===== src/rtl/operand_fetch_unit.sv =====
// operand_fetch_unit
//   Register file (REGS x N, R0 hardwired to zero) with one write port for
//   writeback and a single read port that a small controller uses to fetch
//   two source operands (rs, then rt) on consecutive cycles for the ALU.
//
// Ports
//   clk, reset     : clock, synchronous active-high reset
//   start_i        : fetch request, sampled only in IDLE or DONE
//   rs_addr_i      : first source register, latched when start is accepted
//   rt_addr_i      : second source register, latched when start is accepted
//   wr_en_i        : writeback write enable
//   wr_addr_i      : writeback target (writes to R0 are dropped)
//   wr_data_i      : writeback data
//   busy_o         : high in READ_A and READ_B
//   done_o         : one-cycle pulse in DONE
//   op_a_o, op_b_o : registered operands, held until the next fetch overwrites them
//   state_o        : current controller state, for observation
//
// Handshake: start_i is a request sampled at a rising edge only while the
// controller is in IDLE or DONE; there is no ready signal, a start seen in
// READ_A/READ_B is dropped, not queued. done_o pulses for exactly one cycle
// and op_a_o/op_b_o are stable for that whole cycle.
module operand_fetch_unit #(
    parameter int N  = 16,
    parameter int AW = 3
) (
    input  logic          clk,
    input  logic          reset,
    input  logic          start_i,
    input  logic [AW-1:0] rs_addr_i,
    input  logic [AW-1:0] rt_addr_i,
    input  logic          wr_en_i,
    input  logic [AW-1:0] wr_addr_i,
    input  logic [N-1:0]  wr_data_i,
    output logic          busy_o,
    output logic          done_o,
    output logic [N-1:0]  op_a_o,
    output logic [N-1:0]  op_b_o,
    output logic [1:0]    state_o
);

    localparam int REGS = 2 ** AW;

    typedef enum logic [1:0] {
        IDLE   = 2'd0,
        READ_A = 2'd1,
        READ_B = 2'd2,
        DONE   = 2'd3
    } state_t;

    state_t          state_q, state_d;
    logic [AW-1:0]   ra_q, ra_d;
    logic [AW-1:0]   rb_q, rb_d;
    logic [N-1:0]    op_a_q, op_a_d;
    logic [N-1:0]    op_b_q, op_b_d;
    logic [N-1:0]    mem_q [REGS];

    logic [AW-1:0]   rd_addr;
    logic [N-1:0]    rd_data;
    logic            wr_valid;

    assign wr_valid = wr_en_i && (wr_addr_i != '0);

    // Single read port: READ_B reads rt, every other state presents rs.
    // A write landing on the same edge as the capture is forwarded so the
    // operand never sees the stale array value.
    always_comb begin
        rd_addr = (state_q == READ_B) ? rb_q : ra_q;
        if (rd_addr == '0) begin
            rd_data = '0;
        end else if (wr_valid && (wr_addr_i == rd_addr)) begin
            rd_data = wr_data_i;
        end else begin
            rd_data = mem_q[rd_addr];
        end
    end

    always_comb begin
        state_d = state_q;
        ra_d    = ra_q;
        rb_d    = rb_q;
        op_a_d  = op_a_q;
        op_b_d  = op_b_q;
        case (state_q)
            IDLE, DONE: begin
                if (start_i) begin
                    state_d = READ_A;
                    ra_d    = rs_addr_i;
                    rb_d    = rt_addr_i;
                end else begin
                    state_d = IDLE;
                end
            end
            READ_A: begin
                state_d = READ_B;
                op_a_d  = rd_data;
            end
            READ_B: begin
                state_d = DONE;
                op_b_d  = rd_data;
            end
            default: state_d = IDLE;
        endcase
    end

    always_ff @(posedge clk) begin
        if (reset) begin
            state_q <= IDLE;
            ra_q    <= '0;
            rb_q    <= '0;
            op_a_q  <= '0;
            op_b_q  <= '0;
            for (int i = 0; i < REGS; i++) begin
                mem_q[i] <= '0;
            end
        end else begin
            state_q <= state_d;
            ra_q    <= ra_d;
            rb_q    <= rb_d;
            op_a_q  <= op_a_d;
            op_b_q  <= op_b_d;
            if (wr_valid) begin
                mem_q[wr_addr_i] <= wr_data_i;
            end
        end
    end

    // Status outputs decode the registered state only.
    assign busy_o  = (state_q == READ_A) || (state_q == READ_B);
    assign done_o  = (state_q == DONE);
    assign op_a_o  = op_a_q;
    assign op_b_o  = op_b_q;
    assign state_o = state_q;

endmodule

===== config.mk =====
export PLATFORM = sky130hd
export DESIGN_NAME = operand_fetch_unit
export DESIGN_NICKNAME = d
export VERILOG_FILES = /design/src/rtl/operand_fetch_unit.sv
export SDC_FILE = /design/constraint.sdc
export NUM_CORES = 1
export LEC_CHECK = 0
export ABC_CLOCK_PERIOD_IN_PS = 4600
export BUFFER_PORTS_ARGS = -buffer_cell sky130_fd_sc_hd__buf_2
export CAP_MARGIN = 0
export CORE_MARGIN = 3
export CORE_UTILIZATION = 65
export DETAILED_ROUTE_END_ITERATION = 10
export PLACE_DENSITY = 0.85
export RECOVER_POWER = 50
export SKIP_CTS_REPAIR_TIMING = 1
export SLEW_MARGIN = 0
export SYNTH_ARGS = -nofsm -noshare
export SYNTH_HDL_FRONTEND = slang
export SYNTH_SLANG_ARGS = --single-unit

===== constraint.sdc =====
create_clock -name clk -period 4.6 [get_ports clk]
set_clock_uncertainty 0.2 [all_clocks]
set_input_delay 1.15 -clock clk [delete_from_list [all_inputs] [get_ports clk]]
set_output_delay 1.15 -clock clk [all_outputs]
set_load 0.005 [all_outputs]

# Word-level counts from Yosys, hierarchy flattened
# Memory sizes are Yosys's and may differ from the RTL's.
# Index checks and enable logic that the tools add are counted.
# classes
n_eq_ne,4
n_mux,13
reduce_logical,9
# op_table
operator,n
$mux W16,3
$reduce_or A16 Y1,1
$mux W1,7
$mux W3,2
$pmux W2 S3,1
$eq A2 B2 Y1 const B,2
$eq A3 B3 Y1,1
$logic_not A3 Y1,1
$reduce_bool A3 Y1,1
$eq A2 B1 Y1 const B,1
$logic_and A1 B1 Y1,2
$logic_not A2 Y1,1
$reduce_and A2 Y1,1
$reduce_or A2 Y1,1
$logic_or A1 B1 Y1,1
# word_totals
reg_bits,40
mem_bits_rw,128
input_bits,29
output_inout_bits,36
word_cells,32
n_memories,1
# memory_table
memory,depth,word_bits,read_ports,rd_ports_with_merged_regs,wr,line,source
mem_q,8,16,1,0,8,56,logic [N-1:0] mem_q [REGS];

# Depth between registers and ports, before layout
# logic_depth
ltp_word,7
mapped_depth,12
depth_no_buf,8

# Worst setup path after synthesis
# Ideal clock, no wire load.
# synth_timing
path_kind,input to register
startpoint,in wr_addr_i[0]
endpoint,"reg op_a_q[10], in the netlist op_a_o[10]"
setup_time_ps,122
t_arrival_ps,2606
t_required_ps,4278
setup_slack_ps,1672
cell_stages,9
path_buffers,3
path_cell_list,clkbuf_1 > nor2b_1 > mux2i_1 > o22ai_2 > nor3b_2 > and2_1 > buf_2 > buf_6 > a221o_1
# synth_via
elab_chain_len,5
word_cells_on_any_way,6
cone_classes,eq/ne: 1; mux: 2; reduce/logical: 3
# synth_rtl
item,line,source
"start, declared",33,"input logic [AW-1:0] wr_addr_i,"
$reduce_bool A3 Y1,62,assign wr_valid = wr_en_i && (wr_addr_i != '0);
$logic_and A1 B1 Y1,62,
$logic_and A1 B1 Y1 (*),71,end else if (wr_valid && (wr_addr_i == rd_addr)) begin
$mux W16 (*),71,
$mux W16 (*),69,if (rd_addr == '0) begin
"end signal, assigned",120,op_a_q <= op_a_d;
"end, declared",54,"logic [N-1:0] op_a_q, op_a_d;"
# Every way passes the cells marked *; elsewhere a longest branch is shown, timed or not.
# A chain may end at the register's enable or synchronous reset.

==> summary.txt <==
Critical-path top delay cell -> clkbuf_1
register area share after synthesis -> 55.51%
CTS Buffer Depth -> 2
Syn Area/Cell -> 10.84 um2
largest net degree at the start of global routing -> 54
DRC violations left -> 0
run status -> finished with violations
area leader, netlist -> edfxtp_1
CP endpoint kind -> flop
worst skew pair latency -> 440 ps
post-detail-place hpwl -> 17250 um
Rows -> 40
failing checks -> capacitance limit, slew limit
synth-to-layout area growth -> 10.66%
Yosys Warn Count -> 0
GR Util All Layers -> 36.48%
final setup vio count -> 0
WP data required -> 4720 ps
post-synthesis cell area -> 0.008367 mm2
CP dominant cell by count -> clkbuf_1
Routed WL per cell -> 25.93 um
CP peak stage delay -> 1020 ps
CP Cell Sequence -> clkbuf_1 > clkbuf_1 > o21bai_1 > a221oi_2 > and2_1 > a221o_1
Critical Path Start Type -> input port
Simple-Gate Fraction of Synth Area -> 19.52%
count of cell types in the netlist -> 49
number of synthesized flops with an enable pin -> 128
grt total ovfl -> 0
complex-gate fraction of the synthesized area -> 19.40%
CTS clk-pin slew, worst paths -> 70 ps
Die ar. -> 0.01427 mm2
largest family of logic cells by synthesized area -> simple AND/OR/NAND/NOR gates
via count -> 6906
CTS tree -> yes
fraction of synthesized area in multiplexers -> 0.9571%
fraction of the mapped netlist area in adder cells -> 0.4486%
Detailed Route WL -> 25880 um
Root Driver -> clkbuf_16
Die Ht -> 119.5 um
area of the core -> 0.01231 mm2
Setup WS post-layout -> 787.0 ps
Post-synth ARST share -> 0%
ys flop type -> edfxtp_1
Final Max Slew Viols -> 18
Synth top area share -> 45.94%
Worst Path Arrival -> 3940 ps
Placement Setup Slack -> 886.6 ps
f_max -> 0.2623 GHz
Synth area leaders -> edfxtp_1 46%, and2_1 12%, dfxtp_1 9.6%
setup_tns -> 0 ps
drt first-iter violations -> 1366
static leakage power -> 3.272 nW
maximum vdd drop -> 0.0003613 V
min cycle time layout -> 3813 ps
worst setup path class -> input port to flop
Period Utilization, post-route -> 82.89%
xor and xnor area share after synthesis -> 0.1047%
flops & latches, synth -> 168
Initial Util -> 67.96%
worst slew pin tran -> 1557 ps
power per cell area -> 421.5 mW/mm2
IO buf count -> 64
Hold WC Path Type -> flop to flop
number of global-route vias before repair -> 6377
DRT Pass-1 Iters -> 7
worst-path maximum fanout -> 26
routability cong. -> 1.007
H-tree Lvls -> 4
Vias per Instance -> 6.920
Worst slew margin -> -4.567%
I/O pin total -> 65
RSZ-0062 raised after global routing -> false
initial antenna violation count -> 0
share of cells above drive strength 1 -> 12.44%
Sink Count -> 168
Die Wd -> 119.5 um
Layout Nets -> 847
remaining antenna violation count -> 0
Gate Count Post-Synth -> 772
final hold vios -> 0
first-pass GRT wire length -> 38440 um
MaxCap Viol Count -> 1
Num CTS Buffers -> 17
==> critical path: cells and delay by family <==
| kind | cells | cell delay (ps) |
|---|---|---|
| buffers and inverters | 2 | 1570 |
| AO/OA/AOI/OAI | 3 | 790 |
| AND/OR/NAND/NOR | 1 | 430 |
==> Yosys cell counts (2+ instances only) <==
master	instances
buf_4	2
or2_2	8
clkbuf_1	47
mux2_2	2
a221o_1	47
inv_1	4
nand2_1	79
edfxtp_1	128
a21boi_0	15
mux2i_1	2
a32oi_1	15
buf_2	8
o211ai_1	15
nor3_1	5
a31oi_1	15
a21oi_1	55
dfxtp_1	40
o21ai_0	17
ha_1	3
nand2b_1	4
nand3_1	23
and2_1	165
buf_6	6
buf_1	5
o221ai_1	15
nor2_1	9
a211oi_1	16
==> per-layer routing <==
metal	vias up	global-route usage, %	wire (um)
li1	2948	-	-
met1	3254	50.00	9444
met2	594	54.17	11790
met3	110	8.737	3394
met4	0	19.26	1247
met5	-	0	0
==> area by class of cell <==
cell class | instances | area [um2]
diodes | 2 | 5.005
clock buffers | 18 | 429.2
clock inverters | 14 | 123.9
fillers | 854 | 3053
inverters | 5 | 18.77
multi-input cells | 546 | 3448
flip-flops and latches | 168 | 4644
well taps | 168 | 210.2
repair buffers | 77 | 379.1
==> sequential cells by signal (all words and copies together), names as in the netlist <==
signal and count:
mem_q 128, op_a_o 16, op_b_o 16, ra_q 3
rb_q 3, state_o 2
==> kinds of logic after synthesis <==
group / after synthesis
XOR/XNOR: 1
AND/OR/NAND/NOR: 300
AO/OA/AOI/OAI: 220
flip-flops: 168
multiplexers: 6
adder cells (fa/ha/maj): 3
buffers and inverters: 73
other: 1
==> worst paths after layout <==
| kind | start | to | slack (ps) | cells past startpoint |
|---|---|---|---|---|
| setup reg to reg | state_o[0]$_SDFF_PP0_ | op_a_o[13]$_SDFFE_PP0N_ | 900 | 9 |
| setup / recovery | reset | op_a_o[12]$_SDFFE_PP0N_ | 790 | 6 |
| hold reg to reg | ra_q[2]$_SDFFE_PP0P_ | ra_q[2]$_SDFFE_PP0P_ | 360 | 2 |
| hold / removal | ra_q[2]$_SDFFE_PP0P_ | ra_q[2]$_SDFFE_PP0P_ | 360 | 2 |
==> layout by cell type, fill, tap and decap left out, types with 3 or more instances in the layout <==
cell	count
clkinv_4	3
edfxtp_1	128
a21oi_1	55
conb_1	16
o21ai_0	17
nor3_1	5
nand2_1	79
nand2b_1	4
o221ai_1	15
nor2_1	9
nand3_1	23
buf_4	8
dfxtp_1	40
clkbuf_1	22
a211oi_1	16
a31oi_1	15
and2_1	104
and2_0	61
inv_6	4
a21boi_0	15
o211ai_1	15
a32oi_1	15
a221o_1	47
or2_2	8
inv_1	4
clkinv_1	3
clkbuf_16	17
buf_2	48
==> stage by stage <==
| stage | instance area [um2] | cells | power (W) | hold slack [ps] | utilization [%] |
|---|---|---|---|---|---|
| 2_1_floorplan | 8423 | 787 | 0.002254 | 289.4 | - |
| 3_3_place_gp | 8740 | 964 | 0.002508 | 338.0 | 70.99 |
| 3_5_place_dp | 8740 | 964 | 0.002526 | 331.3 | 70.99 |
| 4_1_cts | 9293 | 996 | 0.003862 | 349.3 | 75.48 |
| 5_1_grt | 9254 | 996 | 0.003997 | 373.9 | 75.16 |
| 6_report | 9259 | 998 | 0.003903 | 356.9 | 75.20 |
==> power by group <==
group	switching [W]	internal (W)	total, W
clock	0.000624	0.000749	0.00137
combinational	0.000488	0.000231	0.000719
sequential	0.0000724	0.00174	0.00181
(Power assumes the default switching activity.)
